==> src/rtl/cpu_trace_streamer_pkg.sv <==
// Shared definitions for the CPU trace streamer and host-side frame checkers.
package cpu_trace_streamer_pkg;

  localparam int DATA_W = 32;
  localparam int NREG   = 32;
  localparam int ADDR_W = 5;

  localparam logic [15:0] HDR_TAG = 16'hA5A5;

  localparam int FRAME_WORDS = NREG + 3;

  // Word positions inside one frame
  localparam int WIDX_HDR   = 0;
  localparam int WIDX_PC    = 1;
  localparam int WIDX_INSTR = 2;
  localparam int WIDX_REG0  = 3;
  localparam int WIDX_LAST  = FRAME_WORDS - 1;

  typedef enum logic [2:0] {
    ST_IDLE  = 3'd0,
    ST_HDR   = 3'd1,
    ST_PC    = 3'd2,
    ST_INSTR = 3'd3,
    ST_REGS  = 3'd4
  } trace_state_t;

  function automatic logic [DATA_W-1:0] hdr_word(input logic [15:0] cnt);
    return {HDR_TAG, cnt};
  endfunction

endpackage

==> src/rtl/cpu_trace_streamer_walker.sv <==
// Register-walk counter: drives the regfile debug address and flags the
// final architectural register of the frame.
module trace_reg_walker
  import cpu_trace_streamer_pkg::*;
(
  input  logic              clk,
  input  logic              rst,
  input  logic              clr,
  input  logic              inc,
  output logic [ADDR_W-1:0] addr,
  output logic              last
);

  // Address counter; clear has priority so a frame always restarts at r0
  always_ff @(posedge clk or posedge rst) begin
    if (rst) begin
      addr <= '0;
    end else if (clr) begin
      addr <= '0;
    end else if (inc) begin
      addr <= addr + 1'b1;
    end
  end

  assign last = (addr == ADDR_W'(NREG - 1));

endmodule

==> src/rtl/cpu_trace_streamer.sv <==
// Captures PC/instruction on a committed instruction, stalls the core and
// streams a header, PC, instruction and all registers as one frame.
//
//  state | meaning
//  ------+-----------------------------------------------------------
//  IDLE  | waiting for a commit with ena=1; core runs freely
//  HDR   | presenting {HDR_TAG, frame_cnt}
//  PC    | presenting the captured PC
//  INSTR | presenting the captured instruction word
//  REGS  | presenting dbg_rdata for dbg_raddr = 0 .. NREG-1
module cpu_trace_streamer
  import cpu_trace_streamer_pkg::*;
(
  input  logic              clk,
  input  logic              rst,
  input  logic              ena,
  input  logic              commit_valid,
  input  logic [DATA_W-1:0] commit_pc,
  input  logic [DATA_W-1:0] commit_instr,
  output logic              stall_req,
  output logic [ADDR_W-1:0] dbg_raddr,
  input  logic [DATA_W-1:0] dbg_rdata,
  output logic              tx_valid,
  input  logic              tx_ready,
  output logic [DATA_W-1:0] tx_data,
  output logic              tx_last,
  output logic              busy,
  output logic              overflow,
  output logic [15:0]       frame_cnt
);

  trace_state_t      state_q, state_d;
  logic [DATA_W-1:0] pc_q;
  logic [DATA_W-1:0] instr_q;
  logic [15:0]       frame_cnt_q;
  logic              overflow_q;

  logic              capture;
  logic              frame_done;
  logic              walk_clr;
  logic              walk_inc;
  logic              walk_last;

  trace_reg_walker u_walker (
    .clk  (clk),
    .rst  (rst),
    .clr  (walk_clr),
    .inc  (walk_inc),
    .addr (dbg_raddr),
    .last (walk_last)
  );

  // State register
  always_ff @(posedge clk or posedge rst) begin
    if (rst) begin
      state_q <= ST_IDLE;
    end else begin
      state_q <= state_d;
    end
  end

  // Next-state and control decode; a word advances only when tx_ready is
  // high, since tx_valid is implied by every non-idle state
  always_comb begin
    state_d    = state_q;
    capture    = 1'b0;
    frame_done = 1'b0;
    walk_clr   = 1'b0;
    walk_inc   = 1'b0;
    case (state_q)
      ST_IDLE: begin
        if (ena && commit_valid) begin
          capture = 1'b1;
          state_d = ST_HDR;
        end
      end
      ST_HDR: begin
        if (tx_ready) state_d = ST_PC;
      end
      ST_PC: begin
        if (tx_ready) state_d = ST_INSTR;
      end
      ST_INSTR: begin
        if (tx_ready) begin
          walk_clr = 1'b1;
          state_d  = ST_REGS;
        end
      end
      ST_REGS: begin
        if (tx_ready) begin
          if (walk_last) begin
            walk_clr   = 1'b1;
            frame_done = 1'b1;
            state_d    = ST_IDLE;
          end else begin
            walk_inc = 1'b1;
          end
        end
      end
      default: state_d = ST_IDLE;
    endcase
  end

  // Captured commit payload, held for the whole frame
  always_ff @(posedge clk or posedge rst) begin
    if (rst) begin
      pc_q    <= '0;
      instr_q <= '0;
    end else if (capture) begin
      pc_q    <= commit_pc;
      instr_q <= commit_instr;
    end
  end

  // Completed-frame counter, wraps naturally at 16 bits
  always_ff @(posedge clk or posedge rst) begin
    if (rst) begin
      frame_cnt_q <= '0;
    end else if (frame_done) begin
      frame_cnt_q <= frame_cnt_q + 16'd1;
    end
  end

  // Sticky overflow: any commit arriving while a frame is in flight is lost
  always_ff @(posedge clk or posedge rst) begin
    if (rst) begin
      overflow_q <= 1'b0;
    end else if (commit_valid && (state_q != ST_IDLE)) begin
      overflow_q <= 1'b1;
    end
  end

  // Stream word mux, decoded from registered state only
  always_comb begin
    tx_data = '0;
    case (state_q)
      ST_HDR:   tx_data = hdr_word(frame_cnt_q);
      ST_PC:    tx_data = pc_q;
      ST_INSTR: tx_data = instr_q;
      ST_REGS:  tx_data = dbg_rdata;
      default:  tx_data = '0;
    endcase
  end

  assign busy      = (state_q != ST_IDLE);
  assign stall_req = busy;
  assign tx_valid  = busy;
  assign tx_last   = (state_q == ST_REGS) && walk_last;
  assign overflow  = overflow_q;
  assign frame_cnt = frame_cnt_q;

endmodule

==> config.mk <==
export PLATFORM = sky130hd
export DESIGN_NAME = cpu_trace_streamer
export DESIGN_NICKNAME = d
export VERILOG_FILES = /design/src/rtl/cpu_trace_streamer_pkg.sv /design/src/rtl/cpu_trace_streamer_walker.sv /design/src/rtl/cpu_trace_streamer.sv
export SDC_FILE = /design/constraint.sdc
export NUM_CORES = 1
export LEC_CHECK = 0
export BUFFER_PORTS_ARGS = -buffer_cell sky130_fd_sc_hd__buf_2
export CAP_MARGIN = 30
export CORE_UTILIZATION = 49
export CTS_BUF_LIST = sky130_fd_sc_hd__clkbuf_8
export CTS_CLUSTER_DIAMETER = 200
export CTS_CLUSTER_SIZE = 20
export DETAILED_ROUTE_END_ITERATION = 6
export GPL_TIMING_DRIVEN = 0
export PLACE_DENSITY = 0.79
export REMOVE_ABC_BUFFERS = 1
export SETUP_SLACK_MARGIN = 0.2
export SLEW_MARGIN = 10
export SYNTH_ARGS = -nofsm -noshare
export SYNTH_HDL_FRONTEND = slang
export SYNTH_SLANG_ARGS = --single-unit
==> constraint.sdc <==
create_clock -name clk -period 6.8 [get_ports clk]
set_clock_uncertainty 0.2 [all_clocks]
set_input_delay 0 -clock clk [delete_from_list [all_inputs] [get_ports clk]]
set_output_delay 0 -clock clk [all_outputs]
set_load 0.005 [all_outputs]
==> results of run 1 <==
## area by class of cell
type | count | area share [%]
repair buffers | 233 | 25.5
clock inverters | 6 | 1.35
flip-flops and latches | 89 | 35.9
clock buffers | 10 | 2.22
inverters | 4 | 0.282
multi-input cells | 253 | 32.5
well taps | 108 | 2.18
## repair_timing
item                                   4_1_cts  5_1_grt
setup buffers                                0        0
hold buffers                                68        0
endpoints found under the hold margin      163        0
gates resized for setup                      0        0
## power by group through the flow
stage	sequential (mW)	combinational [mW]	clock (mW)
floorplan	0.885	0.560	0
CTS	0.943	0.893	0.410
global placement	0.932	0.810	0
global route	0.981	0.998	0.430
finish	0.949	0.907	0.399
detailed placement	0.954	0.862	0
## worst reg2reg max path: stages, from the launching register on
cell,delay (ns)
dfrtp_2,0.96
nand2_1,0.41
nor2_1,0.34
buf_4,0.25
o21ai_0,0.12
mux2_2,0.28
## per-stage QoR
| stage | util [%] | instance area [um2] | cells | hold WS (ns) |
|---|---|---|---|---|
| 2_1_floorplan | - | 4250 | 346 | -0.106 |
| 3_3_place_gp | 59.6 | 5170 | 612 | 0.0178 |
| 3_5_place_dp | 61.0 | 5290 | 618 | -0.0852 |
| 4_1_cts | 71.4 | 6190 | 702 | 0.0635 |
| 5_1_grt | 71.5 | 6200 | 703 | 0.100 |
| 6_report | 71.5 | 6200 | 703 | 0.0662 |
## cell families (layout without fill, tap and decap cells)
| group | after synthesis | count (layout) |
|---|---|---|
| mux | 82 | 82 |
| flops | 89 | 89 |
| buf+inv | 32 | 253 |
| fa+ha+maj | 3 | 3 |
| simple gates | 74 | 74 |
| xor+xnor | 16 | 16 |
| compound gates | 78 | 78 |
## per-layer routing
metal	GRT usage [%]	up-vias	wire length (um)
met3	5.09	21	670
li1	-	1803	-
met1	32.4	1857	4980
met4	8.95	0	195
met5	0	-	0
met2	44.5	154	5900
## flip-flops by register name (all words and copies together) (netlist names)
name           flops
instr_q           32
frame_cnt         16
u_walker.addr      5
state_q            3
pc_q              32
overflow           1
## cells in the mapped netlist (all sizes together)
cell type,n
a31oi,1
nand2b,2
and4,4
o31ai,7
and2,1
nand4,4
dfrtp,89
xor2,8
mux2i,16
o22ai,19
a32o,1
a22oi,25
a22o,1
nor2,14
a21o,1
or3b,1
nor3b,2
inv,4
o21ai,13
nand2,29
a21oi,10
xnor2,8
mux2,66
ha,3
or2,1
nor3,3
clkbuf,14
nand3,4
and3,3
buf,14
or3,1
nor2b,2
nor4,3
## worst paths after layout
| check | startpoint | end | slack [ns] | depth (start not counted) |
|---|---|---|---|---|
| hold reg to reg | overflow$_DFFE_PP0P_ | overflow$_DFFE_PP0P_ | 0.26 | 1 |
| setup / recovery | state_q[1]$_DFFE_PP0P_ | tx_data[13] | 3.88 | 5 |
| hold / removal | rst | instr_q[21]$_DFFE_PP0P_ | 0.07 | 3 |
| min in group clk | dbg_rdata[31] | tx_data[31] | 0.07 | 4 |
| setup reg to reg | state_q[1]$_DFFE_PP0P_ | u_walker.addr[0]$_DFFE_PP0P_ | 4.13 | 5 |
| max in group asynchronous | rst | state_q[1]$_DFFE_PP0P_ | 5.70 | 4 |
==> results.sh, run 1 <==
export IMPL_run_status="finished clean"
export IMPL_synth_compound_area_share_pct=11.6
export IMPL_period_needed_ns=2.92
export IMPL_ios=159
export IMPL_p_seq_share_pct=42.1
export IMPL_cp_num_buf_inv=2
export IMPL_crit_chain="nor2b_2 > buf_8 > a22oi_1 > o22ai_1 > buf_2"
export IMPL_yosysTopAreaCellShare_pct=50.9
export IMPL_routedWlPerCell_um=16.7
export IMPL_grt_use_total_pct=25.8
export IMPL_slowest_delay_ns=0.96
export IMPL_first_pass_iters=4
export IMPL_power_density_nw_per_um2=364
export IMPL_ir_drop_mv=0.171
export IMPL_fmax_mhz=342
export IMPL_die_x_um=96.5
export IMPL_ff_latch_area_um2=2230
export IMPL_die_area_um2=9310
export IMPL_period_share_pct=43.0
export IMPL_mostFrequentLayoutCells="buf_2, dfrtp_1, dlygate4sd3_1, mux2_2, nand2_1"
export IMPL_layout_setup_ws_ns=3.88
export IMPL_ys_top_cells_by_area="dfrtp_1, mux2_2, a22oi_1"
export IMPL_pwr_share_clk_pct=17.7
export IMPL_final_common_cell="buf_2"
export IMPL_hold_violations=0
export IMPL_crit_family="flip-flops"
export IMPL_setup_violations_final=0
export IMPL_drive_gt1_share_pct=42.4
export IMPL_routed_wl_mm=11.7
export IMPL_synth_fa_ha_area_share_pct=0.858
export IMPL_synth_area_leader_cell="dfrtp_1"
export IMPL_cts_root_buf="clkbuf_8"
export IMPL_cp_slowest_cell="dfrtp_2"
export IMPL_critPathCaptureType="output port"
export IMPL_drc=0
export IMPL_slew_headroom_pct=40.3
export IMPL_drt_iter0_markers=141
export IMPL_viasPerCell=5.46
export IMPL_grt_pass1_vias=3733
export IMPL_synth_seq_cells=89
export IMPL_die_y_um=96.5
export IMPL_postSynthAreaPerCell_um2=11.7
export IMPL_clk_latency_ns=0.35
export IMPL_drv_slew=0
export IMPL_netSwitchingFraction_pct=35.0
export IMPL_clk_path_buf_depth=2
export IMPL_multi_input_area_um2=2010
export IMPL_ys_types=39
export IMPL_tightest_slew_ns=0.896
export IMPL_power_internal_mw=1.47
export IMPL_core_area_um2=8680
export IMPL_power_leakage_nw=2.97
export IMPL_numClockSinks=89
export IMPL_vias=3835
export IMPL_syn_inst=374
export IMPL_gr_total_overflow=0
export IMPL_synth_top_family_by_area="multiplexers"
export IMPL_grt_max_degree=46
export IMPL_rsz0062_at_grt="false"
export IMPL_seq_area_frac_synth_pct=50.9
export IMPL_fin_setup_tns_ns=0
export IMPL_fin_nets=694
export IMPL_synth_mux_area_share_pct=20.6
export IMPL_start_util_pct=50.4
export IMPL_ant_nets=0
export IMPL_dp_slack_ns=3.73
export IMPL_grt_pass1_wl_mm=18.2
export IMPL_combinationalPowerShare_pct=40.2
export IMPL_nFillCells=623
export IMPL_clkTransAtPathRegs_ns=0.09
export IMPL_syn_area_um2=4380
export IMPL_antenna_found_initial=0
export IMPL_required_ns=6.60
export IMPL_yosys_warnings=0
export IMPL_crit_type="reg -> out"
export IMPL_cp_max_fo=34
export IMPL_synth_xor_area_share_pct=3.20
export IMPL_p_switching_mw=0.789
export IMPL_synth_simple_area_share_pct=9.52
export IMPL_cp_arrival_ns=2.72
export IMPL_antenna_cells=0
export IMPL_dp_hpwl_mm=7.26
export IMPL_io_buffers=158
export IMPL_num_rows=34
export IMPL_htreeDepth=3
export IMPL_syn2layout_area_growth_pct=41.7
export IMPL_drv_cap=0
export IMPL_numCtsBuffers=9
export IMPL_gp_congestion=0.756
export IMPL_totalPowerFinal_mw=2.25
export IMPL_cts_tree="done"
export IMPL_hp_class="in -> async"
export IMPL_start_kind="flop"
(Power assumes the default switching activity.)
==> run 2, diff against run 1 <==
==> constraint.sdc (replaced) <==
create_clock -name clk -period 2.9 [get_ports clk]
set_clock_uncertainty 0.2 [all_clocks]
set_input_delay 0 -clock clk [delete_from_list [all_inputs] [get_ports clk]]
set_output_delay 0 -clock clk [all_outputs]
set_load 0.005 [all_outputs]
==> run 2 against run 1 <==
Compared with the run above:
- setup slack got worse by 3.5 ns
- design area rose by 0.24%
- sequential power rose by 140%
- global-route usage rose by 0.12 points
==> results.sh, run 2 (synthesized netlist as in run 1, its figures left out) <==
export IMPL_start_util_pct=50.4
export IMPL_p_switching_mw=1.85
export IMPL_p_seq_share_pct=42.2
export IMPL_drv_cap=0
export IMPL_cp_num_buf_inv=2
export IMPL_crit_chain="nor2b_4 > buf_8 > a22oi_1 > o22ai_1 > buf_2"
export IMPL_fin_nets=693
export IMPL_layout_setup_ws_ns=0.397
export IMPL_core_area_um2=8680
export IMPL_wl_met3_um=628
export IMPL_cp_slowest_cell="dfrtp_4"
export IMPL_grt_use_total_pct=26.0
export IMPL_routedWlPerCell_um=16.7
export IMPL_power_leakage_nw=2.97
export IMPL_final_common_cell="buf_2"
export IMPL_gp_congestion=0.756
export IMPL_period_share_pct=86.3
export IMPL_mostFrequentLayoutCells="buf_2, dfrtp_1, dlygate4sd3_1, mux2_2, nand2_1"
export IMPL_htreeDepth=3
export IMPL_vias=3831
export IMPL_ir_drop_mv=0.404
export IMPL_cp_max_fo=34
export IMPL_viasPerCell=5.46
export IMPL_drc=0
export IMPL_dr_wl_met2_mm=5.95
export IMPL_numClockSinks=89
export IMPL_io_buffers=158
export IMPL_netSwitchingFraction_pct=35.0
export IMPL_r2r_start="state_q[1]$_DFFE_PP0P_"
export IMPL_numCtsBuffers=9
export IMPL_ios=159
export IMPL_grt_max_degree=46
export IMPL_clk_latency_ns=0.35
export IMPL_totalPowerFinal_mw=5.30
export IMPL_die_area_um2=9310
export IMPL_power_internal_mw=3.44
export IMPL_first_pass_iters=4
export IMPL_gr_total_overflow=0
export IMPL_period_needed_ns=2.50
export IMPL_die_y_um=96.5
export IMPL_routed_wl_mm=11.7
export IMPL_antenna_cells=0
export IMPL_required_ns=2.70
export IMPL_syn2layout_area_growth_pct=42.1
export IMPL_cp_arrival_ns=2.30
export IMPL_hp_class="in -> async"
export IMPL_post_cts_buffers=0
export IMPL_combinationalPowerShare_pct=40.2
export IMPL_power_density_nw_per_um2=852
export IMPL_reg2reg_to="instr_q[1]$_DFFE_PP0P_"
export IMPL_die_x_um=96.5
export IMPL_rsz0062_at_grt="false"
export IMPL_drt_iter0_markers=147
export IMPL_r2r_slack_ns=0.42
export IMPL_cts_root_buf="clkbuf_8"
export IMPL_crit_type="reg -> out"
export IMPL_fmax_mhz=400
export IMPL_grt_pass1_vias=3770
export IMPL_pwr_share_clk_pct=17.6
export IMPL_setup_violations_final=0
export IMPL_crit_family="flip-flops"
export IMPL_drv_slew=0
export IMPL_grt_pass1_wl_mm=18.3
export IMPL_clkTransAtPathRegs_ns=0.09
export IMPL_dp_slack_ns=-0.169
export IMPL_hold_violations=0
export IMPL_dp_hpwl_mm=7.26
export IMPL_clk_path_buf_depth=2
export IMPL_drive_gt1_share_pct=42.4
export IMPL_num_rows=34
export IMPL_critPathCaptureType="output port"
export IMPL_slew_headroom_pct=44.3
export IMPL_slowest_delay_ns=0.78
export IMPL_run_status="finished clean"
export IMPL_reg2reg_depth=4
export IMPL_antenna_found_initial=0
export IMPL_highest_layer="met4"
export IMPL_ant_nets=0
export IMPL_cts_tree="done"
export IMPL_drt_met1_wl_mm=4.96
export IMPL_tightest_slew_ns=0.836
export IMPL_start_kind="flop"
run 2: cell count changes in the layout (fill, tap and decap cells not counted), sizes merged:
cell  previous run  this run
buf            165       164
run 2: routing by layer:
layer  track usage (%)  up-vias
met5                 0        -
met4              8.95        0
met3              5.32       21
met2              44.8      137
met1              32.4     1871
li1                  -     1802
run 2: metrics by stage:
step | std cells | TNS [ns] | utilization [%] | hold slack, ns | area [um2]
after CTS | 702 | 0 | 71.5 | 0.0635 | 6200
after global routing | 702 | 0 | 71.6 | 0.101 | 6220
after global placement | 612 | -145.09 | 59.6 | 0.0178 | 5170
after detailed placement | 618 | -0.277 | 61.0 | -0.0852 | 5290
final | 702 | 0 | 71.6 | 0.0677 | 6220
after floorplan | 346 | -15.78 | - | -0.106 | 4250
run 2: timing repair:
| action | 4_1_cts | 5_1_grt |
|---|---|---|
| hold endpoints to repair | 163 | 0 |
| hold buffers | 68 | 0 |
| setup endpoints to repair | 30 | 19 |
| resized for setup | 3 | 3 |
| pin swaps | 0 | 0 |
run 2: worst reg2reg max path: cells and delay by family (launching register included):
| family | cells | cell delay (ns) |
|---|---|---|
| and+or+nand+nor | 2 | 0.83 |
| muxes | 1 | 0.39 |
| DFF | 1 | 0.71 |
| buffers and inverters | 1 | 0.25 |
run 2: layout make-up:
type,instances,area [um2]
Clock buffer,10,138
Clock inverter,6,83.8
Fill cell,617,2460
Inverter,4,17.5
Multi-Input combinational cell,253,2030
Sequential cell,89,2230
Tap cell,108,135
Timing Repair Buffer,232,1580
run 2: worst max-delay path by stage:
stage	startpoint	endpoint	slack, ns	cells past startpoint
3_3_place_gp	state_q[1]$_DFFE_PP0P_	tx_data[22]	-1.04	4
3_5_place_dp	state_q[1]$_DFFE_PP0P_	u_walker.addr[0]$_DFFE_PP0P_	-0.17	4
6_report	state_q[1]$_DFFE_PP0P_	tx_data[13]	0.40	5
5_1_grt	u_walker.addr[1]$_DFFE_PP0P_	frame_cnt[10]$_DFFE_PP0P_	0.25	7
2_1_floorplan	state_q[1]$_DFFE_PP0P_	instr_q[0]$_DFFE_PP0P_	-0.25	3
4_1_cts	state_q[1]$_DFFE_PP0P_	tx_data[1]	0.24	5
run 2: power groups by stage:
| stage | Sequential [mW] | Clock [mW] | Combinational (mW) |
|---|---|---|---|
| 2_1_floorplan | 2.08 | 0 | 1.31 |
| 3_3_place_gp | 2.19 | 0 | 1.90 |
| 3_5_place_dp | 2.24 | 0 | 2.02 |
| 4_1_cts | 2.22 | 0.961 | 2.09 |
| 5_1_grt | 2.31 | 1.01 | 2.34 |
| 6_report | 2.24 | 0.933 | 2.13 |
